$ cat src/rtl/isolde_exec_dispatcher_if.sv
// isolde_exec_dispatcher_if: decoder and exec-unit handshake bundle for the dispatcher
// master: dispatcher side (takes dec_* requests, drives unit_* requests and operands)
// slave : environment side (decoder plus exec units)
// dec_*  : req/gnt/dne decoder handshake, illegal flag, unit select, instr, imm32 operands
// unit_* : one-hot req, per-unit gnt/dne, per-unit active-low reset, latched operands
interface isolde_exec_dispatcher_if #(
   parameter int IMM32_OPS = 4,
   parameter int N_UNITS   = 2
);
   logic                      dec_req_i;
   logic                      dec_gnt_o;
   logic                      dec_dne_o;
   logic                      dec_illegal_i;
   logic [2:0]                dec_unit_sel_i;
   logic [31:0]               dec_instr_i;
   logic [IMM32_OPS*32-1:0]   dec_imm32_i;
   logic [IMM32_OPS-1:0]      dec_imm32_valid_i;
   logic [N_UNITS-1:0]        unit_req_o;
   logic [N_UNITS-1:0]        unit_gnt_i;
   logic [N_UNITS-1:0]        unit_dne_i;
   logic [N_UNITS-1:0]        unit_rst_no;
   logic [31:0]               unit_instr_o;
   logic [IMM32_OPS*32-1:0]   unit_imm32_o;
   logic [IMM32_OPS-1:0]      unit_imm32_valid_o;
   modport master (
      input  dec_req_i, dec_illegal_i, dec_unit_sel_i, dec_instr_i, dec_imm32_i, dec_imm32_valid_i,
             unit_gnt_i, unit_dne_i,
      output dec_gnt_o, dec_dne_o, unit_req_o, unit_rst_no, unit_instr_o, unit_imm32_o,
             unit_imm32_valid_o
   );
   modport slave (
      output dec_req_i, dec_illegal_i, dec_unit_sel_i, dec_instr_i, dec_imm32_i, dec_imm32_valid_i,
             unit_gnt_i, unit_dne_i,
      input  dec_gnt_o, dec_dne_o, unit_req_o, unit_rst_no, unit_instr_o, unit_imm32_o,
             unit_imm32_valid_o
   );
endinterface

$ cat src/rtl/isolde_exec_dispatcher.sv
// isolde_exec_dispatcher: routes one decoded custom instruction at a time to an exec unit
// clk_i, rst_ni : clock, asynchronous active-low reset
// bus           : decoder and exec-unit handshakes (isolde_exec_dispatcher_if.master)
// busy_o        : high whenever not idle
// err_o         : one-cycle pulse with dec_dne_o when the instruction failed
// timeout_o     : sticky watchdog-expiry flag, cleared only by reset
module isolde_exec_dispatcher #(
   parameter int IMM32_OPS      = 4,
   parameter int N_UNITS        = 2,
   parameter int TIMEOUT_CYCLES = 1024,
   parameter int RST_CYCLES     = 4
) (
   input  logic                      clk_i,
   input  logic                      rst_ni,
   isolde_exec_dispatcher_if.master  bus,
   output logic                      busy_o,
   output logic                      err_o,
   output logic                      timeout_o
);
   typedef enum logic [2:0] {IDLE, ISSUE, WAIT_DNE, RECOVER, DONE} state_t;
   localparam int MAXC = TIMEOUT_CYCLES > RST_CYCLES ? TIMEOUT_CYCLES : RST_CYCLES;
   localparam int CW   = $clog2(MAXC + 1);
   state_t                  state, next;
   logic [CW-1:0]           cnt;
   logic [2:0]              sel;
   logic                    err_q;
   logic [N_UNITS-1:0]      sel_oh;
   logic                    hit_gnt, hit_dne, expire, bad, take;
   logic [31:0]             instr_q;
   logic [IMM32_OPS*32-1:0] imm_q;
   logic [IMM32_OPS-1:0]    val_q;
   // sel_oh is zero for out-of-range selects, so foreign units never see traffic
   assign sel_oh  = N_UNITS'(1) << sel;
   assign hit_gnt = |(bus.unit_gnt_i & sel_oh);
   assign hit_dne = |(bus.unit_dne_i & sel_oh);
   assign expire  = TIMEOUT_CYCLES != 0 && cnt == CW'(TIMEOUT_CYCLES - 1);
   assign bad     = bus.dec_illegal_i || int'(bus.dec_unit_sel_i) >= N_UNITS;
   assign take    = state == IDLE && bus.dec_req_i;
   always_comb begin
      next = state;
      case (state)
         IDLE:     next = bus.dec_req_i ? (bad ? DONE : ISSUE) : IDLE;
         // watchdog beats a late grant; in WAIT_DNE a final-cycle done beats the watchdog
         ISSUE:    next = expire ? RECOVER : hit_gnt ? WAIT_DNE : ISSUE;
         WAIT_DNE: next = hit_dne ? DONE : expire ? RECOVER : WAIT_DNE;
         RECOVER:  next = cnt == CW'(RST_CYCLES - 1) ? DONE : RECOVER;
         default:  next = IDLE;
      endcase
      bus.dec_gnt_o          = rst_ni && take;
      bus.dec_dne_o          = state == DONE;
      bus.unit_req_o         = state == ISSUE ? sel_oh : '0;
      bus.unit_rst_no        = {N_UNITS{rst_ni}} & ~(state == RECOVER ? sel_oh : '0);
      bus.unit_instr_o       = instr_q;
      bus.unit_imm32_o       = imm_q;
      bus.unit_imm32_valid_o = val_q;
      busy_o                 = state != IDLE;
      err_o                  = state == DONE && err_q;
   end
   always_ff @(posedge clk_i or negedge rst_ni) begin
      if (!rst_ni) begin
         state     <= IDLE;
         cnt       <= '0;
         sel       <= '0;
         err_q     <= 1'b0;
         timeout_o <= 1'b0;
         instr_q   <= '0;
         imm_q     <= '0;
         val_q     <= '0;
      end else begin
         state <= next;
         // one counter serves both the watchdog window and the reset pulse length
         cnt   <= (next != state && (next == ISSUE || next == RECOVER)) ? '0 : cnt + 1'b1;
         if (take) begin
            sel     <= bus.dec_unit_sel_i;
            instr_q <= bus.dec_instr_i;
            imm_q   <= bus.dec_imm32_i;
            val_q   <= bus.dec_imm32_valid_i;
         end
         err_q     <= state == DONE ? 1'b0 : err_q || (take && bad) || (state != RECOVER && next == RECOVER);
         timeout_o <= timeout_o || (state != RECOVER && next == RECOVER);
      end
   end
endmodule

$ cat src/flat_wrapper.sv
// flat-port wrapper written by rule: the top's interface ports become plain ports
module isolde_exec_dispatcher_flat 
#(
   parameter int IMM32_OPS      = 4,
   parameter int N_UNITS        = 2,
   parameter int TIMEOUT_CYCLES = 1024,
   parameter int RST_CYCLES     = 4
)
  (clk_i, rst_ni, busy_o, err_o, timeout_o, bus_dec_req_i, bus_dec_illegal_i, bus_dec_unit_sel_i, bus_dec_instr_i, bus_dec_imm32_i, bus_dec_imm32_valid_i, bus_unit_gnt_i, bus_unit_dne_i, bus_dec_gnt_o, bus_dec_dne_o, bus_unit_req_o, bus_unit_rst_no, bus_unit_instr_o, bus_unit_imm32_o, bus_unit_imm32_valid_o);
  isolde_exec_dispatcher_if #(.IMM32_OPS(IMM32_OPS), .N_UNITS(N_UNITS)) bus_i ();
  input  logic clk_i;
  input  logic rst_ni;
  output logic busy_o;
  output logic err_o;
  output logic timeout_o;
  input wire logic [$bits(bus_i.dec_req_i)-1:0] bus_dec_req_i;
  input wire logic [$bits(bus_i.dec_illegal_i)-1:0] bus_dec_illegal_i;
  input wire logic [$bits(bus_i.dec_unit_sel_i)-1:0] bus_dec_unit_sel_i;
  input wire logic [$bits(bus_i.dec_instr_i)-1:0] bus_dec_instr_i;
  input wire logic [$bits(bus_i.dec_imm32_i)-1:0] bus_dec_imm32_i;
  input wire logic [$bits(bus_i.dec_imm32_valid_i)-1:0] bus_dec_imm32_valid_i;
  input wire logic [$bits(bus_i.unit_gnt_i)-1:0] bus_unit_gnt_i;
  input wire logic [$bits(bus_i.unit_dne_i)-1:0] bus_unit_dne_i;
  output wire logic [$bits(bus_i.dec_gnt_o)-1:0] bus_dec_gnt_o;
  output wire logic [$bits(bus_i.dec_dne_o)-1:0] bus_dec_dne_o;
  output wire logic [$bits(bus_i.unit_req_o)-1:0] bus_unit_req_o;
  output wire logic [$bits(bus_i.unit_rst_no)-1:0] bus_unit_rst_no;
  output wire logic [$bits(bus_i.unit_instr_o)-1:0] bus_unit_instr_o;
  output wire logic [$bits(bus_i.unit_imm32_o)-1:0] bus_unit_imm32_o;
  output wire logic [$bits(bus_i.unit_imm32_valid_o)-1:0] bus_unit_imm32_valid_o;
  assign bus_i.dec_req_i = bus_dec_req_i;
  assign bus_i.dec_illegal_i = bus_dec_illegal_i;
  assign bus_i.dec_unit_sel_i = bus_dec_unit_sel_i;
  assign bus_i.dec_instr_i = bus_dec_instr_i;
  assign bus_i.dec_imm32_i = bus_dec_imm32_i;
  assign bus_i.dec_imm32_valid_i = bus_dec_imm32_valid_i;
  assign bus_i.unit_gnt_i = bus_unit_gnt_i;
  assign bus_i.unit_dne_i = bus_unit_dne_i;
  assign bus_dec_gnt_o = bus_i.dec_gnt_o;
  assign bus_dec_dne_o = bus_i.dec_dne_o;
  assign bus_unit_req_o = bus_i.unit_req_o;
  assign bus_unit_rst_no = bus_i.unit_rst_no;
  assign bus_unit_instr_o = bus_i.unit_instr_o;
  assign bus_unit_imm32_o = bus_i.unit_imm32_o;
  assign bus_unit_imm32_valid_o = bus_i.unit_imm32_valid_o;
  isolde_exec_dispatcher #(.IMM32_OPS(IMM32_OPS), .N_UNITS(N_UNITS), .TIMEOUT_CYCLES(TIMEOUT_CYCLES), .RST_CYCLES(RST_CYCLES)) u_core (.clk_i(clk_i), .rst_ni(rst_ni), .bus(bus_i), .busy_o(busy_o), .err_o(err_o), .timeout_o(timeout_o));
endmodule
$ cat config.mk
export PLATFORM = sky130hd
export DESIGN_NAME = isolde_exec_dispatcher_flat
export DESIGN_NICKNAME = d
export VERILOG_FILES = /design/src/rtl/isolde_exec_dispatcher_if.sv /design/src/rtl/isolde_exec_dispatcher.sv /design/src/flat_wrapper.sv
export SDC_FILE = /design/constraint.sdc
export NUM_CORES = 1
export LEC_CHECK = 0
export CORE_ASPECT_RATIO = 0.7
export CORE_MARGIN = 1.5
export CORE_UTILIZATION = 41
export DETAILED_ROUTE_END_ITERATION = 8
export PLACE_DENSITY = 0.9
export SYNTH_ARGS = -nofsm -noshare
export SYNTH_HDL_FRONTEND = slang
export SYNTH_SLANG_ARGS = --single-unit
$ cat constraint.sdc
create_clock -name clk_i -period 2.46 [get_ports clk_i]
set_input_delay 0.492 -clock clk_i [delete_from_list [all_inputs] [get_ports clk_i]]
set_output_delay 0.492 -clock clk_i [all_outputs]
set_load 0.01 [all_outputs]
==> run metrics, run 1 <==
status=completed; die width=162 µm; WL final=21.7 mm; Core Box Area=17200 µm²; clock root cell=clkbuf_16; Seq cells post-synth=183; P per Cell Area=1250 nW/µm²; clk_lat worst skew=0.43 ns; Clock Pin Slew Worst Setup and Hold Paths=0.07 ns; CP Depth=4; leakage power=5.62 nW; Vias=6651; r2r endpoint=u_core.state[0]; worst-path maximum fanout=4; die area=18500 µm²; global-route wire length before repair=34.0 mm; Multi-input gate area=2460 µm²; setup violators final=0; final hold slack=0.171 ns; Post-DRT Antenna Nets=0; count of different cell masters after synthesis=41; routability cong.=0.852; crit-path leading delay family=simple AND/OR/NAND/NOR gates; area grow syn2layout=59.9%; CTS Buf Count=17; FF-to-FF Start=u_core.cnt[2]; first drt pass iteration count=5; gr ovfl total=0; Final Non-Filler Cells=1395; Synth Area per Inst=8.93 µm²; crit path DAT=1.88 ns; commonest non-fill, non-tap cell in the layout=nand2_1; post-synthesis cell count=810; WS Path Type=reg -> out; yosys warns=0; Die H=114 µm; Worst-Margin Slew=0.857 ns; largest net degree at the start of global routing=145; RSZ-0062 raised after global routing=no; drt drc=0; Slew HR=42.9%; initial antenna violation count=0; PortBufs=347; Syn Std Cell Area=7230 µm²; CTS max path bufs=2; register area=4580 µm²; achievable clock frequency=422 MHz; FF-to-FF path depth=4; initial DRC count=483; Starting Density=42.0%; endpoints failing hold=0; nets=1327; Max stage delay on crit path=0.52 ns; CP max-delay cell=or3_2; most frequent cells in the layout=504 x nand2_1, 339 x clkdlybuf4s50_1, 181 x dfrtp_1, 17 x clkbuf_16, 10 x buf_4; top_reg_cell synth=dfrtp_1; n_diodes=0; post-layout min period=2.37 ns; H-tree level count=4; number of synthesized flops with an enable pin=0; Worst IR Drop VDD=0.709 mV; share of layout cells above drive strength 1=5.15%; FILL cells=1320; CP required=1.97 ns; syn_nets=986; ys async rst share=100%; DR vias/cell=4.77; gr usage total=23.8%; drt wl/cell=15.6 µm; Fin Setup TNS=0 ns; CP Launch Type=flop; Tot Pwr=0.0144 W; Worst R2R Setup Slack=0.33 ns; Final Skew=0.0134 ns; CTS tree=yes; final instance area=11600 µm²; vias in the first global route=6624; max_cap viols=0; Crit path buffers/inverters=1; placed inst area=11000 µm²; placed insts=1359; # clock sinks=183; Pins Over Slew Limit=0; I/O pins=348; sequential element share of the synthesized area=63.3%; Critical Path End Type=output pin; # rows=40; Hold/Removal Path Class=in -> async; worst path cell trace=or3_2 > nor2_4 > and2_1 > dlygate4sd2_1; Worst Setup EP=bus_dec_gnt_o; CP startpoint=u_core.state[1]; Tcrit/Tclk final=96.4%; post-DP HPWL=15.6 mm
-- registers in the layout, indices dropped and copies added (netlist names) --
signal / count
u_core.cnt: 11
u_core.state: 3
u_core.sel: 3
u_core.bus.unit_instr_o: 32
u_core.bus.unit_imm32_valid_o: 4
u_core.timeout_o: 1
u_core.bus.unit_imm32_o: 128
u_core.err_q: 1
-- cell families (layout without fill, tap and decap cells) --
| family | Yosys count | count (layout) | synth area share, % |
|---|---|---|---|
| AO/OA/AOI/OAI | 23 | 23 | 2.42 |
| XOR/XNOR | 9 | 9 | 1.09 |
| adder cells (fa/ha/maj) | 1 | 1 | 0.173 |
| buffers and inverters | 45 | 399 | 2.79 |
| flip-flops | 183 | 183 | 63.3 |
| multiplexers | 2 | 2 | 0.346 |
| AND/OR/NAND/NOR | 547 | 547 | 29.9 |
-- cells in the mapped netlist, types with 2 or more instances --
cell	count	area share (%)
nand2_1	504	26
dfrtp_1	183	63
clkbuf_1	24	1.2
buf_2	14	0.97
a211oi_1	8	0.83
nor2_1	8	0.42
nor3_1	8	0.55
xnor2_1	8	0.97
a21oi_1	5	0.35
inv_1	5	0.26
nand3_1	4	0.28
nor4_1	4	0.35
nand4_1	3	0.26
a31oi_1	2	0.17
and2_1	2	0.17
buf_6	2	0.31
or3_1	2	0.17
-- routing by layer --
layer  GRT usage, %  wire [µm]  vias to the layer above
met1           28.0       8470                     3177
met5              0          0                        -
met3           9.16       1960                       36
met2           40.0      10800                      251
li1               -          -                     3187
met4           8.69        503                        0
-- through the flow --
step	worst slack (ns)	utilization [%]
final	0.0895	67.2
after global routing	0.00538	67.2
after CTS	0.0457	67.0
after detailed placement	0.0578	63.6
after global placement	0.114	63.6
after floorplan	0.434	-
-- power breakdown --
group	total (W)	switching (W)	internal [W]
Clock	0.00269	0.00126	0.00143
Combinational	0.00646	0.00311	0.00334
Sequential	0.00530	0.000869	0.00443
Total	0.0144	0.00525	0.00920
-- how the worst min path moves through the flow --
stage / start / to / slack [ns]
floorplan: rst_ni / u_core.bus.unit_imm32_o[0] / 0.20
global route: rst_ni / u_core.bus.unit_imm32_o[101] / 0.20
detailed placement: rst_ni / u_core.err_q / 0.32
CTS: rst_ni / u_core.bus.unit_imm32_o[105] / 0.18
global placement: rst_ni / u_core.err_q / 0.32
finish: rst_ni / u_core.bus.unit_imm32_o[117] / 0.17
-- area by class of cell --
| class | instances | share of cell area [%] |
|---|---|---|
| multi-input combinational | 582 | 21.3 |
| sequential | 183 | 39.6 |
| timing repair buffer | 362 | 31.5 |
| tap | 231 | 2.50 |
| clock inverter | 14 | 1.24 |
| clock buffer | 18 | 3.71 |
| inverter | 5 | 0.162 |
-- what timing repair did --
item	in CTS	in global routing
setup endpoints to repair	5	3
resized for setup	7	3
endpoints found under the hold margin	2	0
buffers inserted	0	3
hold buffers	1	0
(Power assumes the default switching activity.)
==> run 2: changes to the inputs <==
--- a/config.mk
+++ b/config.mk
@@ -9,7 +9,7 @@
 export CORE_MARGIN = 1.5
 export CORE_UTILIZATION = 41
 export DETAILED_ROUTE_END_ITERATION = 8
-export PLACE_DENSITY = 0.9
+export PLACE_DENSITY = 0.87
 export SYNTH_ARGS = -nofsm -noshare
 export SYNTH_HDL_FRONTEND = slang
 export SYNTH_SLANG_ARGS = --single-unit
==> run 2 against run 1 <==
  * Sequential share of layout area barely moved
  * Sequential cell count did not move
  * Clock skew fell by 0.00082 ns
  * Critical path depth did not move
  * Critical path type is now in -> out
  * Worst hold slack improved by 0.27 ns
==> run metrics, run 2 (synthesis gave the netlist of run 1 again) <==
Final Non-Filler Cells=1392 (was 1395); # rows=40 (unchanged); Seq pwr share=36.4% (was 36.7%); setup violators final=0 (unchanged); clk_lat worst skew=0.43 ns (about the same); max reg flops=128 (unchanged); largest net degree at the start of global routing=169 (was 145); GR Layer Usage met1=26.8% (was 28.0%); FILL cells=1336 (was 1320); RSZ-0062 raised after global routing=no (unchanged); Clock Power Share=18.8% (was 18.6%); die width=162 µm (unchanged); Place WS=0.0278 ns (was 0.0578 ns); final hold slack=0.439 ns (was 0.171 ns); # clock sinks=183 (unchanged); WS Path Type=in -> out (was reg -> out); H-tree level count=4 (unchanged); first drt pass iteration count=4 (was 5); routability cong.=0.834 (was 0.852); CTS tree=yes (unchanged); gr ovfl total=0 (unchanged); register area=4580 µm² (unchanged); Final Skew=0.0126 ns (was 0.0134 ns); placed insts=1359 (unchanged); P per Cell Area=1250 nW/µm² (about the same); fin worst setup slack=0.0835 ns (was 0.0895 ns); worst-path maximum fanout=8 (was 4); leakage power=5.61 nW (was 5.62 nW); die area=18500 µm² (unchanged); GRT met3 Usage=8.62% (was 9.16%); CTS max path bufs=2 (unchanged); Multi-input gate area=2460 µm² (unchanged); Post-DRT Antenna Nets=0 (unchanged); Tot Pwr=0.0144 W (about the same); achievable clock frequency=421 MHz (was 422 MHz); Pint=0.00927 W (was 0.00920 W); vias in the first global route=6560 (was 6624); Clock Pin Slew Worst Setup and Hold Paths=0.07 ns (about the same); CP Launch Type=input pin (was flop); Critical Path End Type=output pin (unchanged); initial antenna violation count=0 (unchanged); Gate power share=44.8% (was 44.7%); n_diodes=0 (unchanged); post-DP HPWL=14.9 mm (was 15.6 mm); I/O pins=348 (unchanged); DR vias/cell=4.70 (was 4.77); FF-to-FF Start=u_core.state[1] (was u_core.cnt[2]); status=completed (unchanged); sw frac=35.8% (was 36.3%); r2r endpoint=u_core.err_q (was u_core.state[0]); Switching Power=0.00517 W (was 0.00525 W); PortBufs=347 (unchanged); drt drc=0 (unchanged); FF-to-FF path depth=5 (was 4); WL final=21.1 mm (was 21.7 mm); Worst R2R Setup Slack=0.09 ns (was 0.33 ns); initial DRC count=453 (was 483); Worst-Margin Slew=0.846 ns (was 0.857 ns); crit path DAT=1.88 ns (about the same); Tcrit/Tclk final=96.6% (was 96.4%); Die H=114 µm (unchanged); most frequent cells in the layout=504 x nand2_1, 341 x clkdlybuf4s50_1, 181 x dfrtp_1, 17 x clkbuf_16 (was 504 x nand2_1, 339 x clkdlybuf4s50_1, 181 x dfrtp_1, 17 x clkbuf_16, 10 x buf_4); commonest non-fill, non-tap cell in the layout=nand2_1 (unchanged); Pins Over Slew Limit=0 (unchanged); nets=1325 (was 1327); Core Box Area=17200 µm² (unchanged); post-layout min period=2.38 ns (was 2.37 ns); area grow syn2layout=60.1% (was 59.9%); endpoints failing hold=0 (unchanged); Hold/Removal Path Class=in -> async (unchanged); gr usage total=23.3% (was 23.8%); CP required=1.97 ns (about the same); global-route wire length before repair=33.5 mm (was 34.0 mm); CP startpoint=rst_ni (was u_core.state[1]); Worst Setup EP=bus_unit_rst_no[1] (was bus_dec_gnt_o); CTS Buf Count=17 (unchanged); Starting Density=42.0% (unchanged); Slew HR=43.6% (was 42.9%); max_cap viols=0 (unchanged); M2 GR Usage=40.0% (about the same); share of layout cells above drive strength 1=5.08% (was 5.15%); Worst IR Drop VDD=0.678 mV (was 0.709 mV); GR peak layer=met2 (unchanged); drt wl/cell=15.2 µm (was 15.6 µm); Vias=6546 (was 6651); clock root cell=clkbuf_16 (unchanged)
[run 2: routing by layer]
| metal | up-vias | wire length (µm) |
|---|---|---|
| met5 | - | 0 |
| met4 | 0 | 448 |
| met3 | 31 | 1920 |
| met2 | 223 | 10400 |
| met1 | 3094 | 8340 |
| li1 | 3198 | - |
[run 2: area by class of cell]
cell class / instances / share of cell area (%)
inverters: 5 / 0.162
multi-input cells: 582 / 21.3
well taps: 231 / 2.50
repair buffers: 360 / 31.4
clock inverters: 12 / 1.18
clock buffers: 19 / 3.91
flip-flops and latches: 183 / 39.6
[run 2: repair_timing]
| item | 4_1_cts | 5_1_grt |
|---|---|---|
| hold buffers | 1 | 0 |
| gates cloned | 0 | 0 |
| setup buffers | 1 | 0 |
| endpoints found under the setup margin | 4 | 4 |
| hold endpoints to repair | 3 | 0 |
| resized for setup | 4 | 7 |
[run 2: worst min path at each step]
| stage | to | slack [ns] | cells after the start |
|---|---|---|---|
| final | u_core.sel[2] | 0.44 | 2 |
| after detailed placement | u_core.sel[1] | 0.33 | 1 |
| after CTS | u_core.sel[2] | 0.43 | 2 |
| after global routing | u_core.sel[2] | 0.41 | 2 |
| after global placement | u_core.sel[2] | 0.33 | 1 |
| after floorplan | u_core.bus.unit_imm32_o[0] | 0.20 | 0 |
[run 2: power by group through the flow]
stage | clock, W | sequential (W) | combinational (W)
2_1_floorplan | 0 | 0.00586 | 0.00210
3_3_place_gp | 0 | 0.00521 | 0.00637
3_5_place_dp | 0 | 0.00529 | 0.00653
4_1_cts | 0.00278 | 0.00525 | 0.00656
5_1_grt | 0.00292 | 0.00543 | 0.00704
6_report | 0.00272 | 0.00525 | 0.00647
[run 2: metrics by stage]
step                      cell area (µm²)  utilization, %  setup TNS (ns)
final                               11600            67.2               0
after global routing                11600            67.2               0
after CTS                           11600            67.2         -0.0461
after detailed placement            11000            63.7               0
after global placement              11000            63.7               0
after floorplan                      7230               -               0
[run 2: worst max-delay path, cell delays in order]
cell             delay, ns
dlygate4sd3_1         0.53
clkbuf_8              0.19
o21a_1                0.13
clkdlybuf4s50_1       0.54
==> run 3: changes to the inputs <==
--- a/config.mk
+++ b/config.mk
@@ -9,6 +9,7 @@
 export CORE_MARGIN = 1.5
 export CORE_UTILIZATION = 41
 export DETAILED_ROUTE_END_ITERATION = 8
+export GPL_ROUTABILITY_DRIVEN = 0
 export PLACE_DENSITY = 0.87
 export SYNTH_ARGS = -nofsm -noshare
 export SYNTH_HDL_FRONTEND = slang
==> results of run 3 <==
No change in the layout: final DEF, timing and power equal those of run 2.
